==> src/rtl/uart_pkg.sv <==
// Shared types and helpers for the UART byte receiver.
// State encoding, parity modes and mid-bit arithmetic.
package uart_pkg;

    typedef enum logic [2:0] {
        IDLE,
        START,
        DATA,
        PAR,
        STOP,
        BRK
    } uart_rx_state_t;

    localparam int PAR_NONE = 0;
    localparam int PAR_EVEN = 1;
    localparam int PAR_ODD  = 2;

    function automatic int mid_of(input int clks);
        return (clks - 1) / 2;
    endfunction

endpackage

==> src/rtl/uart_sync2.sv <==
// Two-flop synchroniser for an asynchronous single-bit input.
// Both flops reset to RST_VAL so the output starts at a known level.
module uart_sync2 #(
    parameter logic RST_VAL = 1'b1
) (
    input  logic clk,
    input  logic rst_n,
    input  logic i_d,
    output logic o_q
);

    logic r_meta;
    logic r_q;

    // Capture the raw input, then re-register it to settle metastability
    always_ff @(posedge clk or negedge rst_n) begin
        if (!rst_n) begin
            r_meta <= RST_VAL;
            r_q    <= RST_VAL;
        end else begin
            r_meta <= i_d;
            r_q    <= r_meta;
        end
    end

    assign o_q = r_q;

endmodule

==> src/rtl/uart_byte_rx.sv <==
// Serial-to-byte UART receiver with 2-of-3 mid-bit voting.
// Delivers 8N1/8E1/8O1 bytes; framing and parity errors are flagged, not delivered.
module uart_byte_rx
    import uart_pkg::*;
#(
    parameter int CLKS_PER_BIT = 868,
    parameter int PARITY       = PAR_NONE
) (
    input  logic       clk,
    input  logic       rst_n,
    input  logic       iRx,
    output logic       oDv,
    output logic [7:0] oByte,
    output logic       oFrameErr,
    output logic       oParityErr,
    output logic       oBusy
);

    if (CLKS_PER_BIT < 8) begin : g_bad_clks
        $error("uart_byte_rx: CLKS_PER_BIT must be >= 8");
    end
    if (PARITY != PAR_NONE && PARITY != PAR_EVEN && PARITY != PAR_ODD) begin : g_bad_par
        $error("uart_byte_rx: PARITY must be 0, 1 or 2");
    end

    localparam int CW = $clog2(CLKS_PER_BIT);
    localparam int MID = mid_of(CLKS_PER_BIT);
    localparam logic [CW-1:0] START_LAST = CW'(MID + 1);
    localparam logic [CW-1:0] BIT_LAST   = CW'(CLKS_PER_BIT - 1);
    localparam logic          ODD_PAR    = (PARITY == PAR_ODD);

    uart_rx_state_t r_state, w_state_nx;
    logic [CW-1:0]  r_cnt, w_cnt_nx;
    logic           r_v0, w_v0_nx;
    logic           r_v1, w_v1_nx;
    logic [7:0]     r_shreg, w_shreg_nx;
    logic [2:0]     r_idx, w_idx_nx;
    logic           r_perr, w_perr_nx;
    logic [7:0]     r_byte, w_byte_nx;
    logic           r_dv, w_dv_nx;
    logic           r_ferr, w_ferr_nx;
    logic           r_pstb, w_pstb_nx;

    logic           w_rx_s;
    logic           r_rx_d;
    logic [1:0]     r_warm;
    logic           r_armed;

    logic [CW-1:0]  w_last;
    logic           w_at_s0;
    logic           w_at_s1;
    logic           w_at_dec;
    logic           w_vote;
    logic           w_fall;

    uart_sync2 #(.RST_VAL(1'b1)) u_sync (
        .clk   (clk),
        .rst_n (rst_n),
        .i_d   (iRx),
        .o_q   (w_rx_s)
    );

    // Edge history; arm start detection only once the synchroniser
    // reflects the real line and that line has been seen high
    always_ff @(posedge clk or negedge rst_n) begin
        if (!rst_n) begin
            r_rx_d  <= 1'b1;
            r_warm  <= 2'd0;
            r_armed <= 1'b0;
        end else begin
            r_rx_d <= w_rx_s;
            if (r_warm != 2'd3) begin
                r_warm <= r_warm + 2'd1;
            end else if (w_rx_s) begin
                r_armed <= 1'b1;
            end
        end
    end

    // START votes around its own mid-point; later bits vote one bit period on
    assign w_last   = (r_state == START) ? START_LAST : BIT_LAST;
    assign w_at_s0  = (r_cnt == w_last - CW'(2));
    assign w_at_s1  = (r_cnt == w_last - CW'(1));
    assign w_at_dec = (r_cnt == w_last);
    assign w_vote   = (r_v0 & r_v1) | (r_v0 & w_rx_s) | (r_v1 & w_rx_s);
    assign w_fall   = r_armed & r_rx_d & ~w_rx_s;

    // Next-state, datapath and strobe decode
    always_comb begin
        w_state_nx = r_state;
        w_cnt_nx   = r_cnt + CW'(1);
        w_v0_nx    = w_at_s0 ? w_rx_s : r_v0;
        w_v1_nx    = w_at_s1 ? w_rx_s : r_v1;
        w_shreg_nx = r_shreg;
        w_idx_nx   = r_idx;
        w_perr_nx  = r_perr;
        w_byte_nx  = r_byte;
        w_dv_nx    = 1'b0;
        w_ferr_nx  = 1'b0;
        w_pstb_nx  = 1'b0;
        unique case (r_state)
            IDLE: begin
                w_cnt_nx  = '0;
                w_idx_nx  = '0;
                w_perr_nx = 1'b0;
                if (w_fall) begin
                    w_state_nx = START;
                end
            end
            START: begin
                if (w_at_dec) begin
                    w_cnt_nx   = '0;
                    w_state_nx = w_vote ? IDLE : DATA;
                end
            end
            DATA: begin
                if (w_at_dec) begin
                    w_cnt_nx   = '0;
                    w_shreg_nx = {w_vote, r_shreg[7:1]};
                    w_idx_nx   = r_idx + 3'd1;
                    if (r_idx == 3'd7) begin
                        w_state_nx = (PARITY != PAR_NONE) ? PAR : STOP;
                    end
                end
            end
            PAR: begin
                if (w_at_dec) begin
                    w_cnt_nx   = '0;
                    w_perr_nx  = ((^r_shreg) ^ w_vote) != ODD_PAR;
                    w_state_nx = STOP;
                end
            end
            STOP: begin
                if (w_at_dec) begin
                    w_cnt_nx = '0;
                    if (!w_vote) begin
                        w_ferr_nx  = 1'b1;
                        w_state_nx = BRK;
                    end else if (r_perr) begin
                        w_pstb_nx  = 1'b1;
                        w_state_nx = IDLE;
                    end else begin
                        w_byte_nx  = r_shreg;
                        w_dv_nx    = 1'b1;
                        w_state_nx = IDLE;
                    end
                end
            end
            BRK: begin
                w_cnt_nx = '0;
                if (w_rx_s) begin
                    w_state_nx = IDLE;
                end
            end
            default: begin
                w_cnt_nx   = '0;
                w_state_nx = IDLE;
            end
        endcase
    end

    // State, counter, shifter and registered strobes
    always_ff @(posedge clk or negedge rst_n) begin
        if (!rst_n) begin
            r_state <= IDLE;
            r_cnt   <= '0;
            r_v0    <= 1'b1;
            r_v1    <= 1'b1;
            r_shreg <= 8'h00;
            r_idx   <= 3'd0;
            r_perr  <= 1'b0;
            r_byte  <= 8'h00;
            r_dv    <= 1'b0;
            r_ferr  <= 1'b0;
            r_pstb  <= 1'b0;
        end else begin
            r_state <= w_state_nx;
            r_cnt   <= w_cnt_nx;
            r_v0    <= w_v0_nx;
            r_v1    <= w_v1_nx;
            r_shreg <= w_shreg_nx;
            r_idx   <= w_idx_nx;
            r_perr  <= w_perr_nx;
            r_byte  <= w_byte_nx;
            r_dv    <= w_dv_nx;
            r_ferr  <= w_ferr_nx;
            r_pstb  <= w_pstb_nx;
        end
    end

    assign oDv        = r_dv;
    assign oByte      = r_byte;
    assign oFrameErr  = r_ferr;
    assign oParityErr = r_pstb;
    assign oBusy      = (r_state != IDLE);

endmodule

==> config.mk <==
export PLATFORM = sky130hd
export DESIGN_NAME = uart_byte_rx
export DESIGN_NICKNAME = d
export VERILOG_FILES = /design/src/rtl/uart_pkg.sv /design/src/rtl/uart_sync2.sv /design/src/rtl/uart_byte_rx.sv
export SDC_FILE = /design/constraint.sdc
export NUM_CORES = 1
export LEC_CHECK = 0
export CORE_MARGIN = 2
export CORE_UTILIZATION = 50
export DETAILED_ROUTE_END_ITERATION = 10
export PLACE_DENSITY = 0.69
export SKIP_LAST_GASP = 1
export SYNTH_ARGS = -nofsm -noshare
export SYNTH_HDL_FRONTEND = slang
export SYNTH_SLANG_ARGS = --single-unit
==> constraint.sdc <==
create_clock -name clk -period 5.6 [get_ports clk]
set_clock_uncertainty 0.1 [all_clocks]
set_input_delay 0.84 -clock clk [delete_from_list [all_inputs] [get_ports clk]]
set_output_delay 0.84 -clock clk [all_outputs]
set_load 0.01 [all_outputs]
==> reports/summary.txt <==
Worst setup SP type: register
Hold Crit Depth: 0
Worst setup margin: 2.524 ns
Place WS: 2.547 ns
Post-synth EDFFs: 0
DRC violations left: 0
RSZ-0062 raised after global routing: false
Post-CTS Setup Inserts: 0
Synth area leaders: dfrtp_1, mux2_2, dfstp_2
Crit path kind: register to register
VDD IR-drop max: 0.0001876 V
Largest net degree at the start of global routing: 45
Clk slew on worst S/H paths: 0.08 ns
Die footprint: 4659 µm²
Sequential group share of total power: 52.8%
Routed wire length: 3797 µm
Vias: 1366
Die height: 68.26 µm
Slew Viols, Final: 0
CTS Root Cell: clkbuf_8
P_sw: 0.1876 mW
Area of the multi-input gates: 919.6 µm²
Clk pwr share: 36.2%
Crit-path cells: or3b_1 -> or4_4 -> and2_1 -> nor4_4 -> mux2_2
CP Data Arrival Time: 3.16 ns
Post-synth top area share: 47.27%
CTS H-tree depth: 2
First-pass GRT wire length: 6299 µm
Max-slew headroom: 35.30%
# port buffers: 14
Area delta synth->final: 14.18%
Synthesis Warnings: 0
Total Power: 0.7038 mW
Seq/Total Area, Yosys: 53.64%
Nets: 203
Grt total ovfl: 0
Sw Share: 26.66%
Cell Pwr Density: 298.5 nW/µm²
Worst-Skew Late Latency: 0.30 ns
Cell with the most instances after synthesis: dfrtp_1
Ant diodes: 0
Syn nets: 187
Clk buf depth: 2
CTS tree: done
#FFs+latches synth: 44
Ys flop type: dfrtp_1
Critical path's slowest cell: nor4_4
Final Critical Period: 3.076 ns
Ys async rst share: 100.0%
Fmax: 325.0 MHz
Post-synth top area cell: dfrtp_1
Internal power: 0.5161 mW
Via density: 5.530
Antenna violations before repair: 0
Syn_area_per_cell: 11.47 µm²
Yosys cell types: 38
Final setup violating endpoints: 0
Post-cts sizing count: 0
Worst Tran Pin Value: 0.9705 ns
Detail Placement HPWL: 2657 µm
Total track usage: 18.40%
Synth cell count leaders: dfrtp_1, mux2_2, nor2_1, nand3_1, xnor2_1
Critical Path RT: 5.69 ns
FILL cells: 334
Worst-path fanout max: 13
Die W: 68.26 µm
Hold Slack: 0.2728 ns
Min-Delay Path Class: register to register
Initial core utilization: 51.61%
Gpl congestion: 0.8860
Ports: 15
Layout cell share with drive strength beyond 1: 17.77%
Number of global-route vias before repair: 1320
Gate Count Post-Synth: 180
CTS Buf Count: 5
Critical Path Max Stage Delay: 0.61 ns
Num Clock Sinks: 44
Max-cap viol count: 0
Post-Syn Area: 2064 µm²
CP endpoint kind: register
Iter 0 DRT Violations: 119
Setup TNS: 0 ns
Combinational power share: 10.9%
R2R cell count: 5
Post-CTS Hold Fix Bufs: 0
Storage element area: 1107 µm²
Leak: 1.036 nW
Post-route ant nets: 0
Status: finished, final reports clean
Total core area: 4000 µm²
WL/cell: 15.37 µm
DRT Pass-1 Iters: 4
Rows: 23
Tcrit/Tclk final: 54.94%
Final-report hold violation count: 0
cells by family after synthesis:
| kind of cell | Yosys count | synth area share [%] |
|---|---|---|
| fa+ha+maj | 4 | 2.424 |
| compound gates | 21 | 6.424 |
| simple gates | 67 | 18.18 |
| mux | 19 | 10.30 |
| buf+inv | 8 | 1.818 |
| xor+xnor | 17 | 7.212 |
| flops | 44 | 53.64 |
area by class of cell:
cell class	instances	area share [%]
multi-input cells	128	39.01
inverters	3	0.4777
repair buffers	14	5.733
clock buffers	6	3.503
flip-flops and latches	44	46.97
well taps	50	2.654
clock inverters	2	1.645
flip-flops by register name (all words and copies together), names as in the netlist, 2 cells and up:
| name | count |
|---|---|
| r_shreg | 8 |
| r_warm | 2 |
| oByte | 8 |
| r_cnt | 10 |
| r_state | 3 |
| r_idx | 3 |
routing by layer:
layer  share of wire [%]  global-route usage, %  vias up
li1                    -                      -      672
met1                  48                  24.47      666
met2                  47                  28.40       22
met3                 3.4                  5.428        6
met4                 1.5                  6.750        0
met5                   0                      0        -
power groups by stage:
stage,Sequential (mW),Combinational [mW],Clock (mW)
after global placement,0.374,0.0740,0
after floorplan,0.367,0.0585,0
after CTS,0.370,0.0772,0.262
final,0.372,0.0770,0.255
after global routing,0.377,0.0884,0.278
after detailed placement,0.376,0.0760,0
worst paths after layout:
| check | endpoint | slack [ns] | from |
|---|---|---|---|
| max | oByte[3]$_DFFE_PN0P_ | 2.52 | r_state[0]$_DFFE_PN0P_ |
| min | u_sync.o_q$_DFF_PN1_ | 0.27 | u_sync.r_meta$_DFF_PN1_ |
| max reg2reg | oByte[3]$_DFFE_PN0P_ | 2.52 | r_state[0]$_DFFE_PN0P_ |
| min reg2reg | u_sync.o_q$_DFF_PN1_ | 0.27 | u_sync.r_meta$_DFF_PN1_ |
| max in group asynchronous | r_armed$_DFFE_PN0P_ | 4.20 | rst_n |
| min in group asynchronous | r_cnt[8]$_DFF_PN0_ | 0.58 | rst_n |
layout by cell type (no fill, tap or decap), drive strengths merged, types with 2 or more instances in the layout:
master | synthesis | final
o21ai | 7 | 7
dfstp | 5 | 5
mux2 | 18 | 18
dfrtp | 39 | 39
clkbuf | 4 | 6
ha | 4 | 4
clkdlybuf4s50 | 0 | 13
and2 | 3 | 3
nor2 | 18 | 18
nand2 | 10 | 10
nor2b | 2 | 2
o41ai | 2 | 2
or3 | 2 | 2
nand4 | 6 | 6
o211ai | 2 | 2
xnor2 | 12 | 12
and3 | 2 | 2
a21o | 2 | 2
a21oi | 4 | 4
xor2 | 5 | 5
inv | 3 | 3
nand3 | 12 | 12
nor3 | 3 | 3
metrics by stage:
stage	util (%)	instance area (µm²)	instances
6_report	58.93	2357	247
2_1_floorplan	-	2064	180
4_1_cts	58.93	2357	247
3_5_place_dp	55.90	2236	239
3_3_place_gp	55.90	2236	239
5_1_grt	58.93	2357	247
worst max-delay path, delay by kind of cell (launching register included):
kind	cells	cell delay (ns)
DFF	1	0.55
muxes	1	0.41
and+or+nand+nor	4	1.92
(Power assumes the default switching activity.)
